**src/rtl/mem_pkg.sv**
```systemverilog
// rtl/mem_pkg.sv - shared types and helpers for the CPU-to-mmu memory bus sequencer
package mem_pkg;

    localparam int MEM_WORD_W = 32;

    typedef enum logic [1:0] {
        SZ_BYTE = 2'd0,
        SZ_HALF = 2'd1,
        SZ_WORD = 2'd2,
        SZ_RSVD = 2'd3
    } mem_size_t;

    typedef enum logic [2:0] {
        ST_IDLE,
        ST_ERR,
        ST_RD,
        ST_MERGE,
        ST_WSET,
        ST_WPULSE,
        ST_WHOLD,
        ST_DONE
    } mem_state_t;

    // Reserved size is treated like a misaligned access: rejected before any strobe.
    function automatic logic is_misaligned(input mem_size_t size, input logic [1:0] addr_lo);
        case (size)
            SZ_BYTE: return 1'b0;
            SZ_HALF: return addr_lo[0];
            SZ_WORD: return |addr_lo;
            default: return 1'b1;
        endcase
    endfunction

endpackage

```
**src/rtl/mem_lane_align.sv**
```systemverilog
// rtl/mem_lane_align.sv - little-endian lane extract/extend for loads and lane merge for stores
module mem_lane_align
    import mem_pkg::*;
(
    input  logic [MEM_WORD_W-1:0] word,
    input  logic [1:0]            addr_lo,
    input  logic [1:0]            size,
    input  logic                  sign_ext,
    input  logic [MEM_WORD_W-1:0] wdata,
    output logic [MEM_WORD_W-1:0] load_data,
    output logic [MEM_WORD_W-1:0] store_word
);

    logic [7:0]  byte_sel;
    logic [15:0] half_sel;

    always_comb begin
        byte_sel   = word[{addr_lo, 3'b000} +: 8];
        half_sel   = addr_lo[1] ? word[31:16] : word[15:0];
        load_data  = word;
        store_word = wdata;
        case (mem_size_t'(size))
            SZ_BYTE: begin
                load_data  = {{24{sign_ext & byte_sel[7]}}, byte_sel};
                store_word = word;
                store_word[{addr_lo, 3'b000} +: 8] = wdata[7:0];
            end
            SZ_HALF: begin
                load_data  = {{16{sign_ext & half_sel[15]}}, half_sel};
                store_word = addr_lo[1] ? {wdata[15:0], word[15:0]} : {word[31:16], wdata[15:0]};
            end
            default: ;
        endcase
    end

endmodule

```
**src/rtl/mem_bus_ctrl.sv**
```systemverilog
// rtl/mem_bus_ctrl.sv - one-request-at-a-time sequencer producing registered N_OE/N_WE strobes
module mem_bus_ctrl
    import mem_pkg::*;
#(
    parameter int RD_WAIT  = 1,
    parameter int WE_PULSE = 1
) (
    input  logic        CLK,
    input  logic        N_RST,
    input  logic        REQ_VALID,
    output logic        REQ_READY,
    input  logic [31:0] REQ_ADDR,
    input  logic        REQ_WE,
    input  logic [1:0]  REQ_SIZE,
    input  logic        REQ_SIGNED,
    input  logic [31:0] REQ_WDATA,
    output logic        RESP_VALID,
    output logic [31:0] RESP_RDATA,
    output logic        RESP_ERR,
    output logic [31:0] MEM_ADDR,
    output logic        MEM_N_OE,
    output logic        MEM_N_WE,
    output logic [31:0] MEM_WDATA,
    input  logic [31:0] MEM_RDATA
);

    localparam logic [7:0] RD_LOAD = 8'(RD_WAIT - 1);
    localparam logic [7:0] WE_LOAD = 8'(WE_PULSE - 1);

    mem_state_t  state;
    logic [7:0]  cnt;
    logic [1:0]  r_addr_lo;
    mem_size_t   r_size;
    logic        r_signed;
    logic        r_we;
    logic [31:0] r_wdata;
    logic [31:0] load_data;
    logic [31:0] store_word;

    mem_lane_align u_align (
        .word       (MEM_RDATA),
        .addr_lo    (r_addr_lo),
        .size       (r_size),
        .sign_ext   (r_signed),
        .wdata      (r_wdata),
        .load_data  (load_data),
        .store_word (store_word)
    );

    // Every output is a flop updated on the transition into the state that owns it,
    // so strobes never pass through decode logic.
    always_ff @(posedge CLK or negedge N_RST) begin
        if (!N_RST) begin
            state      <= ST_IDLE;
            cnt        <= 8'd0;
            r_addr_lo  <= 2'b00;
            r_size     <= SZ_BYTE;
            r_signed   <= 1'b0;
            r_we       <= 1'b0;
            r_wdata    <= 32'd0;
            REQ_READY  <= 1'b1;
            RESP_VALID <= 1'b0;
            RESP_RDATA <= 32'd0;
            RESP_ERR   <= 1'b0;
            MEM_ADDR   <= 32'd0;
            MEM_N_OE   <= 1'b1;
            MEM_N_WE   <= 1'b1;
            MEM_WDATA  <= 32'd0;
        end else begin
            RESP_VALID <= 1'b0;
            case (state)
                ST_IDLE: begin
                    if (REQ_VALID) begin
                        REQ_READY <= 1'b0;
                        r_addr_lo <= REQ_ADDR[1:0];
                        r_size    <= mem_size_t'(REQ_SIZE);
                        r_signed  <= REQ_SIGNED;
                        r_we      <= REQ_WE;
                        r_wdata   <= REQ_WDATA;
                        if (is_misaligned(mem_size_t'(REQ_SIZE), REQ_ADDR[1:0])) begin
                            state <= ST_ERR;
                        end else begin
                            MEM_ADDR <= {REQ_ADDR[31:2], 2'b00};
                            if (!REQ_WE || mem_size_t'(REQ_SIZE) != SZ_WORD) begin
                                state    <= ST_RD;
                                MEM_N_OE <= 1'b0;
                                cnt      <= RD_LOAD;
                            end else begin
                                state     <= ST_WSET;
                                MEM_WDATA <= REQ_WDATA;
                            end
                        end
                    end
                end
                ST_ERR: begin
                    state      <= ST_DONE;
                    RESP_VALID <= 1'b1;
                    RESP_ERR   <= 1'b1;
                    RESP_RDATA <= 32'd0;
                end
                ST_RD: begin
                    if (cnt != 8'd0) begin
                        cnt <= cnt - 8'd1;
                    end else begin
                        MEM_N_OE <= 1'b1;
                        if (r_we) begin
                            MEM_WDATA <= store_word;
                            state     <= ST_MERGE;
                        end else begin
                            RESP_RDATA <= load_data;
                            RESP_VALID <= 1'b1;
                            RESP_ERR   <= 1'b0;
                            state      <= ST_DONE;
                        end
                    end
                end
                ST_MERGE: begin
                    state <= ST_WSET;
                end
                ST_WSET: begin
                    MEM_N_WE <= 1'b0;
                    cnt      <= WE_LOAD;
                    state    <= ST_WPULSE;
                end
                ST_WPULSE: begin
                    if (cnt != 8'd0) begin
                        cnt <= cnt - 8'd1;
                    end else begin
                        MEM_N_WE <= 1'b1;
                        state    <= ST_WHOLD;
                    end
                end
                ST_WHOLD: begin
                    state      <= ST_DONE;
                    RESP_VALID <= 1'b1;
                    RESP_ERR   <= 1'b0;
                    RESP_RDATA <= 32'd0;
                end
                ST_DONE: begin
                    state      <= ST_IDLE;
                    REQ_READY  <= 1'b1;
                    RESP_ERR   <= 1'b0;
                    RESP_RDATA <= 32'd0;
                end
                default: begin
                    state     <= ST_IDLE;
                    REQ_READY <= 1'b1;
                    MEM_N_OE  <= 1'b1;
                    MEM_N_WE  <= 1'b1;
                end
            endcase
        end
    end

endmodule
```
**config.mk**
```make
export PLATFORM = sky130hd
export DESIGN_NAME = mem_bus_ctrl
export DESIGN_NICKNAME = d
export VERILOG_FILES = /design/src/rtl/mem_pkg.sv /design/src/rtl/mem_lane_align.sv /design/src/rtl/mem_bus_ctrl.sv
export SDC_FILE = /design/constraint.sdc
export NUM_CORES = 1
export LEC_CHECK = 0
export CAP_MARGIN = 20
export CORE_ASPECT_RATIO = 0.9
export CORE_UTILIZATION = 52
export CTS_BUF_LIST = sky130_fd_sc_hd__clkbuf_2
export CTS_CLUSTER_DIAMETER = 30
export DETAILED_ROUTE_END_ITERATION = 7
export PLACE_DENSITY = 0.85
export SYNTH_ARGS = -nofsm -noshare
export SYNTH_HDL_FRONTEND = slang
export SYNTH_SLANG_ARGS = --single-unit
export TNS_END_PERCENT = 20
```
**constraint.sdc**
```tcl
create_clock -name CLK -period 3.9 [get_ports CLK]
set_input_delay 0.78 -clock CLK [delete_from_list [all_inputs] [get_ports CLK]]
set_output_delay 0.78 -clock CLK [all_outputs]
set_load 0.01 [all_outputs]
```
==> results.cfg, run 1 <==
[outcome]
status = finished with violations
violations = design-rule violations

[route]
drt_iter0_drc = 907
drc = 2
finalWirelength_um = 25570
routedWlPerCell_um = 21.56
num_vias = 7463
first_pass_iters = 8
antenna_left = 0
avgViaCountPerCell = 6.293

[global_routing]
track_usage = 0.3084
antenna_found_initial = 3
grt_max_degree = 92
grt_pass1_vias = 7208
grt_first_pass_wirelength_um = 39080
overflow = 0

[timing]
fin_crit_sh = 0.7228
finalHoldViolCount = 0
rsz0062_at_grt = no
setup_tns_ns = 0
relSlewSlack = 0.3549
worst_pin_slew_ns = 0.9630
min_period_ns = 2.819
finalSetupViolCount = 0
maxClockFrequency_ghz = 0.3548
report.final.slew_viol_count = 0
skew_ns = 0.03202

[placement]
dpl_cell_area_um2 = 10660
port_buffers = 201
hpwl_um = 17700
place_congestion = 0.8986

[synthesis]
synth_area_um2 = 8528
synthCells = 792
yosys_warnings = 0
ys_ff_latch = 148
synth-edff-count = 0
synthFlopType = dfrtp_1
synth.avg_cell_area_um2 = 10.77
yosys.area.top_type = dfrtp_1
synth_common_cells = 145 x dfrtp_1, 87 x mux2_2, 50 x nor2_1
synthArstFlopShare = 1.000
synthDistinctLibCells = 63
synth.area.top_cells = dfrtp_1 43%, mux2_2 11%, mux2_4 5.3%
yosysTopAreaCellShare = 0.4255
seq_area_frac_synth = 0.4347
synth.most_common_cell = dfrtp_1

[critical_path]
critPathKind = register to register
reg2reg_depth = 7
worstPathCellList = inv_1, ha_1, nor4bb_1, buf_4, nand3_1, a31oi_1, mux2_4
arrival_ns = 3.54
slowest_stage = dfrtp_2
crit_buf_inv = 2
end_kind = register
crit_cells = 7
critPathMaxStageDelay_ns = 0.87
path_delay_family = flip-flops
cp_max_fo = 34
startpoint_type = register
crit_required_ns = 4.62

[finish]
drive_above_1_share = 0.1922
multi_input_area_um2 = 4457
final.fill_count = 1204
area_delta_synth_final_pct = 27.71
fin_area_um2 = 10890
regArea_um2 = 3710
nets = 1079
utilization = 0.6775

[floorplan]
coreArea_um2 = 16080
floorplan.initialDensity = 0.5305
io_pins = 204
die_x_um = 137.0
num_rows = 44
dieArea_um2 = 16920
die_y_um = 123.5

[clock_tree]
cts_tree = yes
clk_path_buf_depth = 2
cts_hold_buf = 0
path_clk_slew_ns = 0.22
cts_made_buffers = 17
insertion_delay_ns = 0.75
cts_max_level = 4
cts-root-buf = clkbuf_2
post_cts_buffers = 0
cts-resized-gates = 0
clock-sinks = 148

[power_and_ir_drop]
p_leak_uw = 0.004494
power_density_nw_per_um2 = 814.1
ir_worst_vdd_v = 0.0004366

[flow_run]
drv_cap = 0

[min_path]
hold_path.class = input port to async pin
[power breakdown]
group / switching, uW / internal, uW
Sequential: 732 / 2260
Combinational: 2380 / 2620
Clock: 588 / 285
[state kept, by name, summed over array words and instances (netlist names), 2 cells and up]
signal and count:
MEM_ADDR 30, MEM_WDATA 32, RESP_RDATA 32, cnt 8, r_addr_lo 2, r_size 2
r_wdata 32, state 3
[final cells by class]
class	count	share of cell area
antenna	1	0.0002298
clock buffer	17	0.007812
clock inverter	15	0.01287
inverter	22	0.007582
multi-input combinational	556	0.4092
sequential	148	0.3406
tap	207	0.02378
timing repair buffer	220	0.1979
[metal layers]
layer	routed length, um	global-route usage
met5	12	0
met3	2996	0.1066
met1	10550	0.4234
met4	474	0.09272
met2	11540	0.4580
[cell families (layout without fill, tap and decap cells)]
group                    Yosys count  in the layout  share of synthesized area
AND/OR/NAND/NOR                  206            206                     0.1337
AO/OA/AOI/OAI                    205            205                     0.1731
flip-flops                       148            148                     0.4347
multiplexers                     132            132                     0.1970
buffers and inverters             89            274                    0.04489
adder cells (fa/ha/maj)           11             11                    0.01614
other                              1              3                  0.0004397
[metrics by stage]
step | hold WS [ns] | worst slack, ns | total power, uW | cells
after CTS | 0.07584 | 1.081 | 8793 | 1185
after global placement | 0.4605 | 0.6800 | 7791 | 1153
after global routing | 0.05898 | 0.9105 | 9385 | 1185
after detailed placement | 0.4658 | 0.5889 | 7916 | 1153
after floorplan | 0.4715 | 1.129 | 5990 | 793
final | 0.06990 | 1.081 | 8867 | 1186
[worst paths after layout]
path	startpoint	to	slack, ns
max in group asynchronous	N_RST	REQ_READY	2.91
min in group CLK	RESP_ERR	RESP_ERR	0.52
hold reg to reg	RESP_ERR	RESP_ERR	0.52
hold / removal	N_RST	MEM_WDATA[14]	0.07
setup / recovery	r_addr_lo[1]	MEM_WDATA[16]	1.08
setup reg to reg	r_addr_lo[1]	MEM_WDATA[16]	1.08
[cells in the final DEF, fill, tap and decap left out, drive strengths merged, types with 14 or more instances in the layout]
cell	n
dfrtp	145
o21ai	37
nand3	29
a221oi	14
o2bb2ai	14
clkbuf	17
nor2	50
a31oi	26
nand2	25
buf	20
nor2b	22
inv	23
a32o	17
nand2b	27
clkdlybuf4s50	200
a21oi	29
nor3	15
mux2	117
Power figures use the tool's default switching activity.
==> inputs of run 2 (changes only) <==
- clock period: 3.9 -> 2.8 ns (I/O delays scaled with it)
==> results.cfg, run 2 (synthesized netlist as in run 1, its figures left out) <==
[route]
wl_met3_um = 3212
drc = 2
met2_length_um = 11380
avgViaCountPerCell = 6.312
finalWirelength_um = 25750
drt_iter0_drc = 1140
routedWlPerCell_um = 21.46
top_layer = met4
antenna_left = 0
wl_met1_um = 10370
first_pass_iters = 8
num_vias = 7574

[flow_run]
drv_cap = 0

[timing]
relSlewSlack = 0.3603
min_period_ns = 2.463
finalHoldViolCount = 0
fin_crit_sh = 0.8795
worst_pin_slew_ns = 0.9522
rsz0062_at_grt = no
setup_tns_ns = 0
finalSetupViolCount = 0
report.final.slew_viol_count = 0
maxClockFrequency_ghz = 0.4061
skew_ns = 0.02897

[critical_path]
end_kind = primary output
reg2reg_depth = 6
critPathMaxStageDelay_ns = 0.59
crit_required_ns = 2.24
critPathKind = register to primary output
arrival_ns = 1.90
path_delay_family = flip-flops
cp_max_fo = 3
startpoint_type = register
slowest_stage = dfstp_2
crit_cells = 1
crit_buf_inv = 1
worstPathCellList = clkdlybuf4s50_1

[clock_tree]
clk_path_buf_depth = 2
cts_made_buffers = 17
cts_tree = yes
cts-root-buf = clkbuf_2
clock-sinks = 148
cts_max_level = 4
post_cts_buffers = 0
insertion_delay_ns = 0.77
path_clk_slew_ns = 0.23

[finish]
regArea_um2 = 3710
final_common_cell = clkdlybuf4s50_1
final.fill_count = 1187
nets = 1092
top_regs = MEM_WDATA x32, RESP_RDATA x32, r_wdata x32
multi_input_area_um2 = 4457
drive_above_1_share = 0.2038
area_delta_synth_final_pct = 30.11
final_cells = 1200
final_cell_mix = 200 x clkdlybuf4s50_1, 143 x dfrtp_1, 87 x mux2_2

[power_and_ir_drop]
power_density_nw_per_um2 = 1149
p_leak_uw = 0.004612
ir_worst_vdd_v = 0.0007121

[floorplan]
die_y_um = 123.5
floorplan.initialDensity = 0.5305
coreArea_um2 = 16080
dieArea_um2 = 16920
die_x_um = 137.0
num_rows = 44
io_pins = 204

[min_path]
hold_path.class = input port to async pin

[global_routing]
grt_first_pass_wirelength_um = 39700
overflow = 0
antenna_found_initial = 1
track_usage = 0.3144
grt_pass1_vias = 7227
grt_max_degree = 54

[placement]
port_buffers = 201
place_congestion = 0.9197
dp_cells = 1165
hpwl_um = 18080

[outcome]
status = finished with violations
violations = design-rule violations
## run 2: worst paths after layout
kind	from	endpoint	slack, ns
setup reg to reg	r_addr_lo[0]	MEM_WDATA[24]	0.36
min in group CLK	REQ_ADDR[26]	MEM_ADDR[26]	0.37
setup / recovery	MEM_N_WE	MEM_N_WE	0.34
max in group asynchronous	N_RST	REQ_READY	1.82
hold / removal	N_RST	r_wdata[4]	0.26
hold reg to reg	RESP_ERR	RESP_ERR	0.52
## run 2: repair_timing
action / in CTS / in global routing
gates resized for setup: 0 / 0
endpoints found under the hold margin: 44 / 0
hold buffers: 1 / 0
## run 2: layer usage
metal | GRT usage | up-vias
li1 | - | 3344
met1 | 0.4388 | 3661
met2 | 0.4599 | 493
met3 | 0.09512 | 76
met4 | 0.1154 | 0
met5 | 0 | -
## run 2: final cells by class
type                       instances  area share
antenna                            2   0.0004511
clock buffer                      17    0.007668
clock inverter                    15     0.01838
tap                              207     0.02334
multi-input combinational        556      0.4017
sequential                       148      0.3343
timing repair buffer             233      0.2067
inverter                          22    0.007443
## run 2: per-stage QoR
stage	hold WS, ns	area, um^2	utilization	total power (uW)	setup slack, ns
CTS	0.2447	11090	0.6899	12670	0.3001
global placement	0.4609	10790	0.6713	11020	0.2240
detailed placement	0.4719	10790	0.6713	11210	0.1720
global route	0.2524	11090	0.6901	13520	0.1967
floorplan	0.2644	8532	-	8343	0.02944
finish	0.2625	11100	0.6902	12750	0.3373
## run 2: report_power, final
group          internal (uW)  switching [uW]  total [uW]
logic                   3780            3420        7200
registers               3150             946        4100
clock network            599             851        1450
